--- src/rtl/lcd_reg_view.sv ---
// -----------------------------------------------------------------------------
// lcd_reg_view
//   Display stage for the cpu16 kit. Snapshots the CPU r0/r1 register taps,
//   converts both to unsigned decimal with a sequential double dabble, and
//   writes them to a 16x2 HD44780-style LCD as "R0=ddddd" / "R1=ddddd".
//   Handles the power-up delay, the 4-command init sequence, per-byte
//   setup/enable/wait timing and a periodic refresh.
//
//   Optional feature macro: LCD_ZERO_BLANK_EN
//     defined   -> leading zero digits are sent as ' ' (d0 is always a digit)
//     undefined -> all five digits are printed, zero padded
//
// Ports
//   clk          in   system clock (50 MHz nominal)
//   rstn         in   asynchronous active-low reset
//   r0, r1       in   CPU registers, sampled only when a conversion starts
//   LCD_DATA     out  LCD data bus
//   LCD_RS       out  0 = command, 1 = character
//   LCD_RW       out  tied 0 (write-only)
//   LCD_EN       out  LCD enable strobe
//   LCD_ON       out  tied 1
//   LCD_BLON     out  tied 1
//   init_done    out  high once the init sequence has completed
//   frame_pulse  out  one-cycle pulse when the last wait of a frame ends
// -----------------------------------------------------------------------------
// State table
//   state   | meaning
//   S_PWRUP | post-reset delay, LCD untouched
//   S_CONV  | binary-to-BCD conversion, r0 then r1, one bit per cycle
//   S_SETUP | RS/DATA driven, LCD_EN still low
//   S_EN    | LCD_EN high
//   S_WAIT  | LCD_EN low, command execution time
//   S_IDLE  | refresh interval between frames
//
// Byte index idx_q: 0..3 are the init commands, 4..21 the 18 frame bytes.
// The init phase is therefore the write states with idx_q < 4.
// -----------------------------------------------------------------------------
module lcd_reg_view #(
  parameter int BW          = 16,
  parameter int PWRUP_CYC   = 750000,
  parameter int SETUP_CYC   = 2,
  parameter int EN_CYC      = 25,
  parameter int CMD_CYC     = 2000,
  parameter int CLR_CYC     = 100000,
  parameter int REFRESH_CYC = 2500000
) (
  input  logic          clk,
  input  logic          rstn,
  input  logic [BW-1:0] r0,
  input  logic [BW-1:0] r1,
  output logic [7:0]    LCD_DATA,
  output logic          LCD_RS,
  output logic          LCD_RW,
  output logic          LCD_EN,
  output logic          LCD_ON,
  output logic          LCD_BLON,
  output logic          init_done,
  output logic          frame_pulse
);

  // Shared timer width: large enough for the longest interval and for the
  // 2*BW conversion steps, which reuse the same counter.
  localparam int M1   = (PWRUP_CYC > REFRESH_CYC) ? PWRUP_CYC : REFRESH_CYC;
  localparam int M2   = (M1 > CLR_CYC) ? M1 : CLR_CYC;
  localparam int M3   = (M2 > CMD_CYC) ? M2 : CMD_CYC;
  localparam int M4   = (M3 > EN_CYC) ? M3 : EN_CYC;
  localparam int M5   = (M4 > SETUP_CYC) ? M4 : SETUP_CYC;
  localparam int MAXC = (M5 > 2 * BW) ? M5 : 2 * BW;
  localparam int CW   = $clog2(MAXC + 1);

  localparam logic [CW-1:0] TC_PWRUP   = CW'(PWRUP_CYC - 1);
  localparam logic [CW-1:0] TC_SETUP   = CW'(SETUP_CYC - 1);
  localparam logic [CW-1:0] TC_EN      = CW'(EN_CYC - 1);
  localparam logic [CW-1:0] TC_CMD     = CW'(CMD_CYC - 1);
  localparam logic [CW-1:0] TC_CLR     = CW'(CLR_CYC - 1);
  localparam logic [CW-1:0] TC_REFRESH = CW'(REFRESH_CYC - 1);
  localparam logic [CW-1:0] TC_HALF    = CW'(BW - 1);
  localparam logic [CW-1:0] TC_CONV    = CW'(2 * BW - 1);

  localparam logic [4:0] IDX_CLR         = 5'd2;
  localparam logic [4:0] IDX_INIT_LAST   = 5'd3;
  localparam logic [4:0] IDX_FRAME_FIRST = 5'd4;
  localparam logic [4:0] IDX_FRAME_LAST  = 5'd21;

  typedef enum logic [2:0] {
    S_PWRUP,
    S_CONV,
    S_SETUP,
    S_EN,
    S_WAIT,
    S_IDLE
  } state_t;

  state_t          state_q, state_d;
  logic [CW-1:0]   cnt_q, cnt_d;
  logic [4:0]      idx_q, idx_d;
  logic [7:0]      data_q, data_d;
  logic            rs_q, rs_d;
  logic            en_q, en_d;
  logic            init_done_q, init_done_d;
  logic            pulse_q, pulse_d;
  logic [BW-1:0]   bin_q, bin_d;
  logic [BW-1:0]   r1s_q, r1s_d;
  logic [19:0]     bcd_q, bcd_d;
  logic [19:0]     dig0_q, dig0_d;
  logic [19:0]     dig1_q, dig1_d;

  logic [18:0]     bcd_adj;
  logic [19:0]     bcd_step;
  logic            snap;

  // Double dabble correction: +3 on every BCD digit >= 5 before the shift.
  function automatic logic [19:0] dd_adjust(input logic [19:0] b);
    logic [19:0] r;
    r = b;
    for (int k = 0; k < 5; k++) begin
      if (b[k*4 +: 4] >= 4'd5) begin
        r[k*4 +: 4] = b[k*4 +: 4] + 4'd3;
      end
    end
    return r;
  endfunction

  // ASCII for BCD digit 'pos' (4 = ten-thousands, 0 = units).
  function automatic logic [7:0] digit_char(input logic [19:0] bcd, input int pos);
    logic [7:0] c;
    c = {4'h3, bcd[pos*4 +: 4]};
`ifdef LCD_ZERO_BLANK_EN
    // Leading zero: this digit and every more significant one are zero.
    if (pos != 0 && (bcd >> (4 * pos)) == 20'd0) begin
      c = 8'h20;
    end
`endif
    return c;
  endfunction

  // {RS, DATA} for byte index 0..21.
  function automatic logic [8:0] byte_of(input logic [4:0] idx,
                                         input logic [19:0] b0,
                                         input logic [19:0] b1);
    logic [8:0] r;
    r = 9'h000;
    case (idx)
      5'd0:    r = {1'b0, 8'h38};
      5'd1:    r = {1'b0, 8'h0C};
      5'd2:    r = {1'b0, 8'h01};
      5'd3:    r = {1'b0, 8'h06};
      5'd4:    r = {1'b0, 8'h80};
      5'd5:    r = {1'b1, 8'h52};
      5'd6:    r = {1'b1, 8'h30};
      5'd7:    r = {1'b1, 8'h3D};
      5'd8:    r = {1'b1, digit_char(b0, 4)};
      5'd9:    r = {1'b1, digit_char(b0, 3)};
      5'd10:   r = {1'b1, digit_char(b0, 2)};
      5'd11:   r = {1'b1, digit_char(b0, 1)};
      5'd12:   r = {1'b1, digit_char(b0, 0)};
      5'd13:   r = {1'b0, 8'hC0};
      5'd14:   r = {1'b1, 8'h52};
      5'd15:   r = {1'b1, 8'h31};
      5'd16:   r = {1'b1, 8'h3D};
      5'd17:   r = {1'b1, digit_char(b1, 4)};
      5'd18:   r = {1'b1, digit_char(b1, 3)};
      5'd19:   r = {1'b1, digit_char(b1, 2)};
      5'd20:   r = {1'b1, digit_char(b1, 1)};
      5'd21:   r = {1'b1, digit_char(b1, 0)};
      default: r = 9'h000;
    endcase
    return r;
  endfunction

  // A 16-bit value never exceeds 6 in the top digit, so the adjusted bit 19
  // is always zero and is dropped before the shift.
  assign bcd_adj  = 19'(dd_adjust(bcd_q));
  assign bcd_step = {bcd_adj, bin_q[BW-1]};

  always_comb begin
    state_d     = state_q;
    cnt_d       = cnt_q + CW'(1);
    idx_d       = idx_q;
    data_d      = data_q;
    rs_d        = rs_q;
    init_done_d = init_done_q;
    pulse_d     = 1'b0;
    bin_d       = bin_q;
    r1s_d       = r1s_q;
    bcd_d       = bcd_q;
    dig0_d      = dig0_q;
    dig1_d      = dig1_q;
    snap        = 1'b0;

    case (state_q)
      S_PWRUP: begin
        if (cnt_q == TC_PWRUP) begin
          state_d = S_SETUP;
          idx_d   = 5'd0;
        end
      end
      S_SETUP: begin
        if (cnt_q == TC_SETUP) state_d = S_EN;
      end
      S_EN: begin
        if (cnt_q == TC_EN) state_d = S_WAIT;
      end
      S_WAIT: begin
        if (cnt_q == ((idx_q == IDX_CLR) ? TC_CLR : TC_CMD)) begin
          if (idx_q == IDX_INIT_LAST) begin
            init_done_d = 1'b1;
            state_d     = S_CONV;
            snap        = 1'b1;
          end else if (idx_q == IDX_FRAME_LAST) begin
            pulse_d = 1'b1;
            state_d = S_IDLE;
          end else begin
            idx_d   = idx_q + 5'd1;
            state_d = S_SETUP;
          end
        end
      end
      S_IDLE: begin
        if (cnt_q == TC_REFRESH) begin
          state_d = S_CONV;
          snap    = 1'b1;
        end
      end
      S_CONV: begin
        bcd_d = bcd_step;
        bin_d = bin_q << 1;
        if (cnt_q == TC_HALF) begin
          // r0 finished: park its digits and start on the r1 snapshot.
          dig0_d = bcd_step;
          bcd_d  = '0;
          bin_d  = r1s_q;
        end
        if (cnt_q == TC_CONV) begin
          dig1_d  = bcd_step;
          state_d = S_SETUP;
          idx_d   = IDX_FRAME_FIRST;
        end
      end
      default: state_d = S_PWRUP;
    endcase

    // Both registers are captured in the cycle the conversion starts.
    if (snap) begin
      bin_d = r0;
      r1s_d = r1;
      bcd_d = '0;
      idx_d = IDX_FRAME_FIRST;
    end

    if (state_d != state_q) cnt_d = '0;

    // RS/DATA change only when a new byte's setup begins, which gives hold
    // time through the whole wait that follows LCD_EN falling.
    if (state_d == S_SETUP && state_q != S_SETUP) begin
      {rs_d, data_d} = byte_of(idx_d, dig0_d, dig1_d);
    end

    en_d = (state_d == S_EN);
  end

  always_ff @(posedge clk or negedge rstn) begin
    if (!rstn) begin
      state_q     <= S_PWRUP;
      cnt_q       <= '0;
      idx_q       <= '0;
      data_q      <= 8'h00;
      rs_q        <= 1'b0;
      en_q        <= 1'b0;
      init_done_q <= 1'b0;
      pulse_q     <= 1'b0;
      bin_q       <= '0;
      r1s_q       <= '0;
      bcd_q       <= '0;
      dig0_q      <= '0;
      dig1_q      <= '0;
    end else begin
      state_q     <= state_d;
      cnt_q       <= cnt_d;
      idx_q       <= idx_d;
      data_q      <= data_d;
      rs_q        <= rs_d;
      en_q        <= en_d;
      init_done_q <= init_done_d;
      pulse_q     <= pulse_d;
      bin_q       <= bin_d;
      r1s_q       <= r1s_d;
      bcd_q       <= bcd_d;
      dig0_q      <= dig0_d;
      dig1_q      <= dig1_d;
    end
  end

  assign LCD_DATA    = data_q;
  assign LCD_RS      = rs_q;
  assign LCD_EN      = en_q;
  assign LCD_RW      = 1'b0;
  assign LCD_ON      = 1'b1;
  assign LCD_BLON    = 1'b1;
  assign init_done   = init_done_q;
  assign frame_pulse = pulse_q;

endmodule

--- config.mk ---
export PLATFORM = sky130hd
export DESIGN_NAME = lcd_reg_view
export DESIGN_NICKNAME = d
export VERILOG_FILES = /design/src/rtl/lcd_reg_view.sv
export SDC_FILE = /design/constraint.sdc
export NUM_CORES = 1
export LEC_CHECK = 0
export ABC_CLOCK_PERIOD_IN_PS = 9000
export BUFFER_PORTS_ARGS = -buffer_cell sky130_fd_sc_hd__buf_2
export CORE_UTILIZATION = 55
export DETAILED_ROUTE_END_ITERATION = 8
export PLACE_DENSITY = 0.73
export SLEW_MARGIN = 20
export SYNTH_ARGS = -nofsm -noshare
export SYNTH_HDL_FRONTEND = slang
export SYNTH_SLANG_ARGS = --single-unit
export TNS_END_PERCENT = 10
--- constraint.sdc ---
create_clock -name clk -period 9 [get_ports clk]
set_clock_uncertainty 0.15 [all_clocks]
set_input_delay 1.8 -clock clk [delete_from_list [all_inputs] [get_ports clk]]
set_output_delay 1.8 -clock clk [all_outputs]
set_load 0.005 [all_outputs]
==> results of run 1 <==
worst register-to-register path: cells and delay by family (launching register included):
kind                     cells  cell delay [ps]
flip-flops                   1              450
AND/OR/NAND/NOR              4             1670
buffers and inverters        2              270
AO/OA/AOI/OAI                5             1760
adder cells (fa/ha/maj)      1              150
power by group through the flow:
stage	clock network (W)	registers, W	logic, W
after floorplan	0	0.000614	0.00000178
after global placement	0	0.000614	0.0000204
after detailed placement	0	0.000614	0.0000208
after CTS	0.000704	0.000603	0.0000209
after global routing	0.000734	0.000603	0.0000234
final	0.000700	0.000603	0.0000201
layout by cell type, fill, tap and decap left out, types with 9 or more instances in the layout:
cell and instances:
nand2b_1 9, inv_1 19, xor2_1 12, dfrtp_1 134, o21ai_0 50, nand3_1 29
ha_1 16, buf_2 44, nor3_1 14, xnor2_1 16, nor2_1 55, nor3b_1 11
o22ai_1 12, a21oi_1 38, mux2i_1 13, nand2_1 176, a221o_1 14, clkbuf_16 17
registers in the layout, summed over array words and instances, names as in the netlist:
signal	count
bin_q	16
dig0_q	20
cnt_q	22
r1s_q	16
LCD_DATA	8
LCD_RS	1
state_q	3
init_done	1
LCD_EN	1
dig1_q	20
frame_pulse	1
bcd_q	20
idx_q	5
stage by stage:
stage	hold WS, ps	setup slack, ps
after global routing	331.9	4223
final	319.2	4474
after CTS	320.2	4472
after global placement	294.3	4624
after floorplan	277.4	5318
after detailed placement	306.2	4517
per-layer routing:
| layer | vias to the layer above | GRT usage |
|---|---|---|
| met5 | - | 0 |
| met2 | 163 | 0.4757 |
| met3 | 40 | 0.05767 |
| met4 | 0 | 0.1232 |
| li1 | 2898 | - |
| met1 | 2952 | 0.3730 |
worst max path at each step:
stage | startpoint | endpoint | slack, ps | cells after the start
2_1_floorplan | idx_q[0] | LCD_DATA[2] | 5320 | 14
3_3_place_gp | idx_q[0] | LCD_DATA[2] | 4620 | 12
3_5_place_dp | idx_q[0] | LCD_DATA[2] | 4520 | 12
4_1_cts | idx_q[0] | LCD_DATA[2] | 4470 | 12
5_1_grt | idx_q[0] | LCD_DATA[2] | 4220 | 12
6_report | idx_q[0] | LCD_DATA[2] | 4470 | 12
logic make-up (layout without fill, tap and decap cells):
family | Yosys count | after routing | synth area share
DFF | 134 | 134 | 0.4611
muxes | 21 | 21 | 0.03028
other | 2 | 3 | 0.001033
and+or+nand+nor | 363 | 363 | 0.2374
buffers and inverters | 65 | 105 | 0.03992
adders and majority gates | 16 | 16 | 0.02753
AOI/OAI and AO/OA | 175 | 175 | 0.1690
xor gates and xnor gates | 28 | 28 | 0.03372
cell type report:
type | count | area [µm²]
fill | 1054 | 4617
multi-input combinational | 606 | 3637
sequential | 134 | 3353
clock buffer | 22 | 474.2
timing repair buffer | 50 | 269.0
tap | 172 | 215.2
clock inverter | 10 | 121.4
inverter | 23 | 86.33
==> reports/qor_table.md, run 1 <==
| Result | This run |
| --- | --- |
| Clock network fraction of total power | 0.529 |
| Worst Hold Endpoint | r1s_q[0] |
| Number of remaining DRC errors | 0 |
| Instance count of the mapped netlist | 804 |
| Final routed wire length divided by cell count | 17.86 µm |
| Asr flop ratio synth | 1.000 |
| RePlAce Congestion | 0.9291 |
| Critical Path RT | 9200 ps |
| Time the final worst path needs with I/O delays and setup | 4526 ps |
| Most instantiated library cell after synthesis | nand2_1 |
| GRT Total Usage | 0.2889 |
| Fraction of power consumed by sequential logic | 0.456 |
| Clock tree root buffer cell | clkbuf_16 |
| Worst Path Max Fanout | 22 |
| Worst stage delay on the critical path | 670 ps |
| Cell taking the most area after synthesis | dfrtp_1 |
| Total power per unit cell area | 162.2 nW/µm² |
| Yosys top cell area share | 0.4611 |
| Register-to-Register Setup Slack | 4470 ps |
| Capture point of the worst reg-to-reg path | LCD_DATA[2] |
| Top cell types by occurrence after synthesis | nand2_1 (176), dfrtp_1 (134), nor2_1 (57) |
| Final count of hold timing violations | 0 |
| RSZ-0062 raised after global routing | no |
| Buffers and inverters on the worst path | 2 |
| Final standard cell utilization of the core | 0.6386 |
| Maximum vdd ir drop | 0.1086 mV |
| Largest net degree at the start of global routing | 72 |
| Placed standard-cell area | 7559 µm² |
| Mapped Area | 7272 µm² |
| Mean Syn Cell Area | 9.045 µm² |
| Hold Path Cell Cnt | 2 |
| Overflow after GRT | 0 |
| Die ar. | 13690 µm² |
| Crit share post-route | 0.5029 |
| Worst-skew pair later-pin latency | 430 ps |
| Initial Utilization | 0.5693 |
| Worst-path clk slew | 60 ps |
| Total wirelength of the detailed-routed design | 18170 µm |
| Critical Path, Cell by Cell | inv_1 > ha_1 > or4b_1 > or3_1 > a2111o_1 > a21oi_4 > a21o_1 > inv_2 > or4_1 > o21a_1 > and4_1 > o21ai_1 |
| Proportion of layout cells with a drive suffix above 1 | 0.1314 |
| Final instance area | 8157 µm² |
| # setup viols final | 0 |
| # placed instances | 985 |
| Status | finished, final reports clean |
| Number of nets in the final layout | 882 |
| Final-report max-slew violation count | 0 |
| Synth area leaders | dfrtp_1 (46%), nand2_1 (9.1%), o21ai_0 (3.4%) |
| Quantity of hold-fixing buffers added after cts | 0 |
| Start of the worst register-to-register path | idx_q[0] |
| Total number of H-tree levels | 4 |
| Count of buffers added by post-CTS timing repair for setup | 0 |
| Rel. slew slack | 0.3928 |
| Arrival time of the worst setup path | 4730 ps |
| DPL Wire Length | 12530 µm |
| Synth warn | 0 |
| Antenna violations before repair | 0 |
| Leak pwr | 3.583 nW |
| Share of power burned in combinational logic | 0.015 |
| Number of diodes | 0 |
| Input/output buffers | 45 |
| Core footprint | 12770 µm² |
| Count of vias placed by the detailed router | 6053 |
| Highest metal layer with signal wires | met4 |
| Routed metal-1 wire length | 7998 µm |
| Internal power | 0.001040 W |
| Post-route total power | 0.001323 W |
| Mean number of vias per cell | 5.952 |
| Post-DRT Antenna Nets | 0 |
| Die Span Y | 117.0 µm |
| TNS Setup | 0 ps |
| Post-cts sizing count | 0 |
| First-pass GRT wire length | 29730 µm |
| Critical-path cell with the highest stage delay | a21oi_4 |
| Number of global-route vias before repair | 5844 |
| Total number of clock tree sinks | 134 |
| Total met2 wirelength after detailed routing | 8989 µm |
| Number of DRC violations after detailed-routing iteration 0 | 513 |
| CTS tree | built |
| Switching power | 0.0002835 W |
| Class of the tightest hold or removal check | flop to flop |
| Least-Margin Pin Slew | 909.9 ps |
| Final instance count without filler cells | 1017 |
| Total met3 wirelength after detailed routing | 732 µm |
| Cell type group with the largest total delay on the critical path | compound AO/OA/AOI/OAI gates |
| Post-synth EDFFs | 0 |
| Maximum root-to-sink buffer count | 2 |
| Flop and latch count out of synthesis | 134 |
| Register-to-Register Path Depth | 12 |
| Sw Ratio | 0.2143 |
| Number of max-cap violations | 0 |
| Achievable clock frequency | 220.9 MHz |
| Area added between synthesis and finish | 12.16% |
| Number of iterations in the first detailed-routing pass | 6 |
| Number of buffers inserted during clock tree synthesis | 17 |
| Endpoint type of the worst setup path | flop |
| Crit path kind | flop to flop |
| Distinct cell type count after synthesis | 74 |
| Launch instance of the worst min-delay path | r1s_q[0] |
| Boundary Pins | 49 |
| Most used DFF post-synth | dfrtp_1 |
| Standard-cell rows | 41 |
| Critical Path Start Type | flop |
| Fraction of the yosys area taken by sequential cells | 0.4611 |
| Horizontal extent of the die | 117.0 µm |
No activity file was read; power rests on OpenSTA's default activity.
==> run 2: changes to the inputs <==
Settings changed: ABC_CLOCK_PERIOD_IN_PS 9000 to 4170.
Clock period 9 ns to 4.17 ns, I/O delays scaled along.
==> reports/qor_table.md, run 2 (same netlist as run 1, synthesis figures left out) <==
| Result | This run | Delta |
| --- | --- | --- |
| Endpoint type of the worst setup path | flop | unchanged |
| Input/output buffers | 45 | unchanged |
| Worst Setup SP | cnt_q[12] | was idx_q[0] |
| Final count of hold timing violations | 0 | unchanged |
| Horizontal extent of the die | 117.0 µm | unchanged |
| Area added between synthesis and finish | 15.24% | was 12.16% |
| Buffers and inverters on the worst path | 1 | was 2 |
| Time the final worst path needs with I/O delays and setup | 3929 ps | was 4526 ps |
| Number of max-cap violations | 0 | unchanged |
| Start of the worst register-to-register path | cnt_q[12] | was idx_q[0] |
| RePlAce Congestion | 0.9392 | was 0.9291 |
| Antenna violations before repair | 0 | unchanged |
| Arrival time of the worst setup path | 4070 ps | was 4730 ps |
| Leak pwr | 3.735 nW | was 3.583 nW |
| Commonest cells after routing, fill and taps aside | nand2_1 (176), dfrtp_1 (134), nor2_1 (57), o21ai_0 (50), buf_2 (44) | was nand2_1 (176), dfrtp_1 (134), nor2_1 (55), o21ai_0 (50), buf_2 (44) |
| Cell type group with the largest total delay on the critical path | simple AND/OR/NAND/NOR gates | was compound AO/OA/AOI/OAI gates |
| Final routed wire length divided by cell count | 17.75 µm | was 17.86 µm |
| RSZ-0062 raised after global routing | no | unchanged |
| Launch instance of the worst min-delay path | LCD_DATA[4] | was r1s_q[0] |
| Standard-cell rows | 41 | unchanged |
| Number of buffers inserted during clock tree synthesis | 17 | unchanged |
| Class of the tightest hold or removal check | flop to flop | unchanged |
| Largest net degree at the start of global routing | 95 | was 72 |
| Quantity of hold-fixing buffers added after cts | 0 | unchanged |
| Number of diodes | 0 | unchanged |
| Core footprint | 12770 µm² | unchanged |
| Critical Path, Cell by Cell | or4_1 > or4b_4 > a2111o_1 > a21oi_4 > nor3_4 > inv_2 > or3_1 > nor2_2 > a2111oi_0 > and4_1 > o21ai_1 | was inv_1 > ha_1 > or4b_1 > or3_1 > a2111o_1 > a21oi_4 > a21o_1 > inv_2 > or4_1 > o21a_1 > and4_1 > o21ai_1 |
| Flip-flop count of the largest register, all copies and words added | 22 | unchanged |
| Critical Path Start Type | flop | unchanged |
| Total number of H-tree levels | 4 | unchanged |
| Least-Margin Pin Slew | 854.0 ps | was 909.9 ps |
| Total wirelength of the detailed-routed design | 18620 µm | was 18170 µm |
| Worst Path Max Fanout | 10 | was 22 |
| Total power per unit cell area | 333.1 nW/µm² | was 162.2 nW/µm² |
| Critical Path RT | 4310 ps | was 9200 ps |
| Number of iterations in the first detailed-routing pass | 5 | was 6 |
| GRT Total Usage | 0.2929 | was 0.2889 |
| Final-report max-slew violation count | 0 | unchanged |
| Initial Utilization | 0.5693 | unchanged |
| Maximum root-to-sink buffer count | 2 | unchanged |
| Die Span Y | 117.0 µm | unchanged |
| Number of global-route vias before repair | 5975 | was 5844 |
| DPL Wire Length | 13160 µm | was 12530 µm |
| Register with the most flip-flops | cnt_q | unchanged |
| Proportion of layout cells with a drive suffix above 1 | 0.1665 | was 0.1314 |
| Achievable clock frequency | 254.5 MHz | was 220.9 MHz |
| Rel. slew slack | 0.4307 | was 0.3928 |
| Post-DRT Antenna Nets | 0 | unchanged |
| Count of vias placed by the detailed router | 6212 | was 6053 |
| Die ar. | 13690 µm² | unchanged |
| TNS Setup | 0 ps | unchanged |
| Overflow after GRT | 0 | unchanged |
| Critical-path cell with the highest stage delay | or4_1 | was a21oi_4 |
| First-pass GRT wire length | 29990 µm | was 29730 µm |
| Boundary Pins | 49 | unchanged |
| Mean number of vias per cell | 5.922 | was 5.952 |
| Number of DRC violations after detailed-routing iteration 0 | 465 | was 513 |
| Most common cell after layout, fill and taps aside | nand2_1 | unchanged |
| # setup viols final | 0 | unchanged |
| CTS tree | built | unchanged |
| Post-route total power | 0.002791 W | was 0.001323 W |
| Worst stage delay on the critical path | 590 ps | was 670 ps |
| Maximum vdd ir drop | 0.3671 mV | was 0.1086 mV |
| Worst-path clk slew | 60 ps | about the same |
| Crit share post-route | 0.9422 | was 0.5029 |
| Number of nets in the final layout | 914 | was 882 |
| Worst-skew pair later-pin latency | 430 ps | about the same |
| Number of remaining DRC errors | 0 | unchanged |
| Crit path kind | flop to flop | unchanged |
| Status | finished, final reports clean | unchanged |
| Total number of clock tree sinks | 134 | unchanged |
| Clock tree root buffer cell | clkbuf_16 | unchanged |
## run 2: per-layer routing
layer  vias up  global-route usage  share of wire
li1       2964                   -              -
met1      3031              0.3753           0.44
met2       178              0.4765           0.50
met3        39             0.06437          0.042
met4         0              0.1342          0.026
met5         -                   0              0
## run 2: worst paths after layout
check                           depth (start not counted)           to  slack (ps)
worst max-delay path                                   11  LCD_DATA[2]         240
worst min-delay path                                    1  LCD_DATA[4]         320
worst max register to register                         11  LCD_DATA[2]         240
worst min register to register                          1  LCD_DATA[4]         320
max in group asynchronous                               2    r1s_q[12]        2700
min in group asynchronous                               1  LCD_DATA[4]         330
## run 2: final cells by class
cell class | count | area, µm²
clock buffers | 17 | 425.4
clock inverters | 15 | 146.4
fillers | 1041 | 4393
inverters | 23 | 86.33
multi-input cells | 606 | 3645
flip-flops and latches | 134 | 3353
well taps | 172 | 215.2
repair buffers | 82 | 509.2
## run 2: what timing repair did
item | in CTS | in global routing
buffers inserted | 0 | 1
gates resized for setup | 0 | 3
setup endpoints to repair | 0 | 4
## run 2: report_power, final
part	internal (W)	leakage, nW	switching (W)	total (W)
clock	0.000832	0.263	0.000613	0.00145
sequential	0.00130	1.78	0.000000612	0.00130
combinational	0.0000135	1.70	0.0000305	0.0000440
## run 2: metrics by stage
stage / instance area (µm²) / util / hold slack, ps / instances / setup slack (ps)
global route: 8381 / 0.6561 / 341.1 / 1049 / 70.46
CTS: 8361 / 0.6545 / 318.8 / 1048 / 153.4
detailed placement: 7789 / 0.6098 / 299.0 / 1016 / 159.8
global placement: 7789 / 0.6098 / 295.8 / 1016 / 173.3
floorplan: 7276 / - / 277.4 / 805 / 488.4
finish: 8381 / 0.6561 / 321.7 / 1049 / 240.9
